[src/rtl/fixed_point_convert_stream.sv]
// Two-stage streaming fixed-point converter: S1 shifts and rounds, S2 range-checks and clamps.
// Define FIXED_POINT_CONVERT_SAT_COUNT_EN to add a saturating count of per-lane saturation events.
`timescale 1ns/1ps
module fixed_point_convert_stream #(
    parameter int LANES     = 3,
    parameter int IN_IBITS  = 24,
    parameter int IN_FBITS  = 40,
    parameter int OUT_IBITS = 12,
    parameter int OUT_FBITS = 20
) (
    input  logic                                   clk,
    input  logic                                   rst,
    input  logic                                   i_in_valid,
    output logic                                   o_in_ready,
    input  logic [LANES*(IN_IBITS+IN_FBITS)-1:0]   i_in_data,
    input  logic [1:0]                             i_in_round,
    output logic                                   o_out_valid,
    input  logic                                   i_out_ready,
    output logic [LANES*(OUT_IBITS+OUT_FBITS)-1:0] o_out_data,
    output logic [LANES-1:0]                       o_out_sat
`ifdef FIXED_POINT_CONVERT_SAT_COUNT_EN
    ,
    output logic [31:0]                            o_sat_count,
    input  logic                                   i_sat_count_clr
`endif
);

    localparam int IN_W  = IN_IBITS + IN_FBITS;
    localparam int OUT_W = OUT_IBITS + OUT_FBITS;
    localparam int D     = IN_FBITS - OUT_FBITS;
    localparam int SH_W  = IN_W - D;
    localparam int MID_W = SH_W + 1;
    localparam int CMP_W = (MID_W > OUT_W + 1) ? MID_W : OUT_W + 1;
    localparam int PAD_W = CMP_W - OUT_W + 1;

    localparam logic signed [CMP_W-1:0] SAT_MAX = {{PAD_W{1'b0}}, {(OUT_W-1){1'b1}}};
    localparam logic signed [CMP_W-1:0] SAT_MIN = {{PAD_W{1'b1}}, {(OUT_W-1){1'b0}}};
    localparam logic [OUT_W-1:0] MAX_CODE = {1'b0, {(OUT_W-1){1'b1}}};
    localparam logic [OUT_W-1:0] MIN_CODE = {1'b1, {(OUT_W-1){1'b0}}};

    logic                   r_s1_valid;
    logic                   r_s2_valid;
    logic [MID_W-1:0]       r_s1_mid [LANES];
    logic [LANES*OUT_W-1:0] r_out_data;
    logic [LANES-1:0]       r_out_sat;

    logic                   w_s1_adv;
    logic                   w_s2_adv;
    logic [MID_W-1:0]       w_mid [LANES];
    logic [OUT_W-1:0]       w_res [LANES];
    logic                   w_sat [LANES];

    // S2 frees up when empty or draining; S1 may load whenever it can pass its beat on.
    assign w_s2_adv   = !r_s2_valid || i_out_ready;
    assign w_s1_adv   = !r_s1_valid || w_s2_adv;
    assign o_in_ready = w_s1_adv;

    for (genvar l = 0; l < LANES; l++) begin : g_lane
        logic signed [IN_W-1:0]  w_lane;
        logic signed [CMP_W-1:0] w_cmp;
        logic                    w_hi;
        logic                    w_lo;

        assign w_lane = i_in_data[l*IN_W +: IN_W];

        if (D > 0) begin : g_shr
            logic [SH_W-1:0] w_sh;
            logic            w_g;
            logic            w_s;
            logic            w_inc;

            assign w_sh = w_lane[IN_W-1:D];
            assign w_g  = w_lane[D-1];
            if (D > 1) begin : g_sticky
                assign w_s = |w_lane[D-2:0];
            end else begin : g_nosticky
                assign w_s = 1'b0;
            end

            always_comb begin
                w_inc = 1'b0;
                case (i_in_round)
                    2'b01:   w_inc = w_g;
                    2'b10:   w_inc = w_g & (w_s | w_sh[0]);
                    default: w_inc = 1'b0;
                endcase
            end

            // Extra sign bit keeps a round-up carry from wrapping the top code.
            assign w_mid[l] = {w_sh[SH_W-1], w_sh} + {{SH_W{1'b0}}, w_inc};
        end else begin : g_shl
            logic signed [MID_W-1:0] w_ext;
            assign w_ext    = MID_W'(w_lane);
            assign w_mid[l] = w_ext <<< (-D);
        end

        assign w_cmp    = CMP_W'($signed(r_s1_mid[l]));
        assign w_hi     = w_cmp > SAT_MAX;
        assign w_lo     = w_cmp < SAT_MIN;
        assign w_res[l] = w_hi ? MAX_CODE : (w_lo ? MIN_CODE : w_cmp[OUT_W-1:0]);
        assign w_sat[l] = w_hi | w_lo;
    end

    always_ff @(posedge clk or posedge rst) begin
        if (rst) begin
            r_s1_valid <= 1'b0;
            for (int l = 0; l < LANES; l++) r_s1_mid[l] <= '0;
        end else if (w_s1_adv) begin
            r_s1_valid <= i_in_valid;
            if (i_in_valid) begin
                for (int l = 0; l < LANES; l++) r_s1_mid[l] <= w_mid[l];
            end
        end
    end

    // Output registers only change when S2 advances, so a stalled beat holds steady.
    always_ff @(posedge clk or posedge rst) begin
        if (rst) begin
            r_s2_valid <= 1'b0;
            r_out_data <= '0;
            r_out_sat  <= '0;
        end else if (w_s2_adv) begin
            r_s2_valid <= r_s1_valid;
            if (r_s1_valid) begin
                for (int l = 0; l < LANES; l++) begin
                    r_out_data[l*OUT_W +: OUT_W] <= w_res[l];
                    r_out_sat[l]                 <= w_sat[l];
                end
            end
        end
    end

    assign o_out_valid = r_s2_valid;
    assign o_out_data  = r_out_data;
    assign o_out_sat   = r_out_sat;

`ifdef FIXED_POINT_CONVERT_SAT_COUNT_EN
    logic [31:0] r_sat_count;
    logic [32:0] w_sat_add;
    logic [32:0] w_sat_sum;

    always_comb begin
        w_sat_add = '0;
        for (int l = 0; l < LANES; l++) w_sat_add = w_sat_add + 33'(r_out_sat[l]);
    end

    assign w_sat_sum = {1'b0, r_sat_count} + w_sat_add;

    // Clear wins over a same-cycle increment; the count sticks at all-ones.
    always_ff @(posedge clk or posedge rst) begin
        if (rst) begin
            r_sat_count <= '0;
        end else if (i_sat_count_clr) begin
            r_sat_count <= '0;
        end else if (r_s2_valid && i_out_ready) begin
            r_sat_count <= w_sat_sum[32] ? '1 : w_sat_sum[31:0];
        end
    end

    assign o_sat_count = r_sat_count;
`endif

endmodule

[config.mk]
export PLATFORM = sky130hd
export DESIGN_NAME = fixed_point_convert_stream
export DESIGN_NICKNAME = d
export VERILOG_FILES = /design/src/rtl/fixed_point_convert_stream.sv
export SDC_FILE = /design/constraint.sdc
export NUM_CORES = 1
export LEC_CHECK = 0
export ABC_AREA = 1
export ABC_CLOCK_PERIOD_IN_PS = 9100
export CAP_MARGIN = 20
export CORE_MARGIN = 3
export CORE_UTILIZATION = 31
export DETAILED_ROUTE_END_ITERATION = 12
export GPL_ROUTABILITY_DRIVEN = 0
export GPL_TIMING_DRIVEN = 1
export PLACE_DENSITY = 0.63
export SYNTH_ARGS = -nofsm -noshare
export SYNTH_HDL_FRONTEND = slang
export SYNTH_SLANG_ARGS = --single-unit
[constraint.sdc]
create_clock -name clk -period 9.1 [get_ports clk]
set_input_delay 2.73 -clock clk [delete_from_list [all_inputs] [get_ports clk]]
set_output_delay 2.73 -clock clk [all_outputs]
set_load 0.01 [all_outputs]
# --- Yosys cells after proc, flatten, opt, wreduce, memory -nomap -nowiden ---
# Index checks and enable logic that the tools add are counted.
op_classes:
  addsub: 3
  n_lt_le_gt_ge: 6
  n_eq_ne: 2
  mux: 9
  n_bitwise: 9
  n_reduce_logical: 9
ops:
  columns: ["op", "count"]
  rows:
  - ["2-to-1 mux 32 bit", 6]
  - ["adder 44 x 2 -> 45 bit", 3]
  - ["> comparator 45 x 32 -> 1 bit (second input constant)", 3]
  - ["< comparator 45 x 32 -> 1 bit (second input constant)", 3]
  - ["OR reduction 19 bit", 3]
  - ["OR 1 bit", 6]
  - ["one-hot mux 1 bit (2 select lines)", 3]
  - ["AND reduction 2 bit", 2]
  - ["AND 1 bit", 3]
  - ["equality test 2 x 1 -> 1 bit (second input constant)", 1]
  - ["equality test 2 bit (second input constant)", 1]
  - ["zero test 1 bit", 2]
  - ["logical OR 1 bit", 2]
word_totals:
  ff_bits: 236
  out_inout_bits: 101

# --- Logic depth before layout (Yosys ltp) ---
depth:
  depth_word: 5
  depth_mapped: 17

# --- Worst setup path after synthesis ---
# OpenSTA, ideal clock, no wires.
synth_timing:
  path_type: "input to output"
  start: "input i_out_ready"
  end: "output o_in_ready"
  t_arrival_ns: 2.928
  slack_ns: 3.442
  cell_stages: 2
  path_buffers: 0
  cell_sequence: "inv_1 nand3_1"
synth_via:
  elab_chain_cells: 2
synth_rtl:
  columns: ["item", "line_no", "source"]
  rows:
  - ["start, declared", "18", "input logic i_out_ready,"]
  - ["logical OR 1 bit", "54", "assign w_s2_adv = !r_s2_valid || i_out_ready;"]
  - ["logical OR 1 bit", "55", "assign w_s1_adv = !r_s1_valid || w_s2_adv;"]
  - ["end, declared", "14", "output logic o_in_ready,"]
# Every way passes these cells.

# --- Final worst setup path ---
# Ends and elaborated chain as after synthesis.

==> out/qor.yml <==
timing:
  setup_ws_ps: 2190
  holdWs_ps: 481
  max_freq_ghz: 0.145
  rsz0062_at_grt: "no"
  period_minus_slack_ps: 6910
  hold_viol: 0
  fin_setup_tns_ps: 0
  finClkSkew_ps: 26.1
  worstMarginPinSlew_ps: 981
  slew_headroom: 0.346
  fin_crit_sh: 0.759
  final_max_slew_viol_count: 0
  finalSetupViolCount: 0
floorplan:
  design.core.area_um2: 43300
  io_pins: 299
  dieHeight_um: 216
  num_rows: 76
  die_x_um: 216
  die_area_um2: 46500
  initial_utilization: 0.315
power_and_ir_drop:
  power.total_mw: 3.75
  p_leak_nw: 8.14
  p_sw_frac: 0.311
  power_density_nw_per_um2: 206
  ir_worst_vdd_mv: 0.121
  pwr-share-seq: 0.389
  p_comb_frac: 0.283
  p_int_mw: 2.58
  clkPwrFrac: 0.327
  power_switching_mw: 1.16
synthesis:
  netlist_area_um2: 13600
  yosysMostFrequentCell: "nand2_1"
  yosys-top-cells-count: "nand2_1 (734), nor2_1 (310), nand3_1 (263), dfrtp_1 (236), inv_1 (129)"
  avgSynthCellArea_um2: 6.86
  synth_top_area_cell: "dfrtp_1"
  yosysWarningCount: 0
  synthDistinctLibCells: 36
  synth_flop_cell: "dfrtp_1"
  yosysTopAreaCellShare: 0.433
  syn-num-nets: 2192
  yosysSeqAreaShare: 0.433
  async_flop_share: 1.00
  synth-edff-count: 0
  ys_seq_elements: 236
  yosys-top-cells-area: "dfrtp_1 (43%), nand2_1 (20%), nand3_1 (9.7%)"
  synthCells: 1986
worst_setup_path:
  cp-startpoint: "i_out_ready"
  endpoint: "o_in_ready"
  crit_path_start_kind: "primary input"
  cp_max_fo: 3
  end_kind: "output port"
  critPathArrivalTime_ps: 4180
  r2r_end: "g_lane[2].w_cmp[5]"
  required_ps: 6370
  r2r_slack_ps: 6120
  reg2reg_depth: 6
  crit_type: "primary input to output port"
  r2r_start: "r_s1_valid"
global_route:
  grt_pass1_wl_mm: 74.0
  grt_max_degree: 124
  grt_pass1_vias: 13600
  grt-ovfl-total: 0
  antenna_found_initial: 0
  grtUsageTotal: 0.197
run_status:
  status: "finished, final reports clean"
route:
  routed_wl_mm: 47.0
  viasPerCell: 4.92
  vias: 14100
  wl_per_cell_um: 16.4
  ant_nets: 0
  drc_errors: 0
  drt_first_iter_violations: 1186
  firstDrtPassIters: 5
finish:
  syn_to_final_growth_pct: 33.7
  n_fill_cell: 4419
  stdcell_count: 2862
  finalNetCount: 2462
  antennaDiodeCount: 0
  drive_gt1_frac: 0.0430
placement:
  portBuffers: 298
  place_ws_ps: 2170
  post-place-cells: 2810
  hpwl_mm: 35.7
cts:
  cts_tree: "done"
  postCtsSetupBuffers: 0
  clock_path_buffers: 3
  htreeDepth: 1
  cts.sink_count: 236
  numCtsBuffers: 28
  cts_hold_buf: 0
  cts-resized-gates: 0
  root_buffer: "clkbuf_16"
  clk_pin_slew_worst_paths_ps: 50
  insertion_delay_ps: 560
run:
  max_cap_viol_count: 0
min_path:
  hold_start: "g_lane[2].w_cmp[5]"
  hold_class: "flip-flop to flip-flop"
-- per-stage QoR --
stage,utilization,area [um^2]
2_1_floorplan,-,13600
3_3_place_gp,0.396,17100
3_5_place_dp,0.397,17200
4_1_cts,0.420,18200
5_1_grt,0.421,18200
6_report,0.421,18200
-- layer usage --
layer / global-route usage / up-vias / share of wire
met5: 0 / - / 0
met2: 0.323 / 573 / 0.46
met3: 0.0376 / 83 / 0.081
li1: - / 6895 / -
met4: 0.0522 / 0 / 0.026
met1: 0.267 / 6535 / 0.43
-- state kept, by name, summed over array words and instances (netlist names) --
name and count:
o_out_valid 1, r_s1_valid 1, o_out_data 96, g_lane.w_cmp 135, o_out_sat 3
-- power groups by stage --
| stage | registers [mW] | logic [mW] | clock network [mW] |
|---|---|---|---|
| 5_1_grt | 1.49 | 1.17 | 1.30 |
| 4_1_cts | 1.46 | 1.07 | 1.26 |
| 2_1_floorplan | 1.51 | 0.419 | 0 |
| 6_report | 1.46 | 1.06 | 1.23 |
| 3_5_place_dp | 1.47 | 1.07 | 0 |
| 3_3_place_gp | 1.47 | 1.05 | 0 |
-- placed cells by master (no fill, tap or decap), types with 18 or more instances in the layout --
master,synthesis,routed
nand4_1,44,44
o21ai_0,39,39
inv_1,129,127
clkdlybuf4s50_1,0,298
dfrtp_1,236,236
clkbuf_16,0,28
xnor2_1,22,22
nor2_1,310,310
a21oi_1,18,18
nand2_1,734,733
a31oi_1,35,35
nand3_1,263,263
xor2_1,19,19
-- final cells by class --
| class | instances | area, um^2 | share of cell area |
|---|---|---|---|
| Tap cell | 585 | 732 | 0.0402 |
| Timing Repair Buffer | 310 | 3140 | 0.172 |
| Multi-Input combinational cell | 1547 | 6910 | 0.379 |
| Clock buffer | 41 | 830 | 0.0455 |
| Clock inverter | 10 | 186 | 0.0102 |
| Inverter | 133 | 510 | 0.0280 |
| Sequential cell | 236 | 5910 | 0.324 |
-- worst min path at each step --
stage | to | cells past startpoint | slack (ps)
after CTS | g_lane[0].w_cmp[19] | 2 | 490
after detailed placement | o_out_data[89] | 2 | 460
final | g_lane[2].w_cmp[5] | 2 | 480
after floorplan | g_lane[2].w_cmp[24] | 2 | 450
after global routing | g_lane[2].w_cmp[10] | 2 | 500
after global placement | g_lane[0].w_cmp[30] | 2 | 460
-- logic make-up (layout without fill, tap and decap cells) --
logic type | count (synthesis) | after routing | share of synthesized area
AOI/OAI and AO/OA | 105 | 105 | 0.0429
xor gates and xnor gates | 41 | 41 | 0.0263
adders and majority gates | 8 | 8 | 0.00735
buffers and inverters | 203 | 494 | 0.0604
DFF | 236 | 236 | 0.433
and+or+nand+nor | 1393 | 1393 | 0.430
-- worst max-delay path: stages --
cell,delay (ps)
clkdlybuf4s50_1,460
inv_1,60
nand3_1,170
clkdlybuf4s50_1,770
No activity file was read; power rests on OpenSTA's default activity.
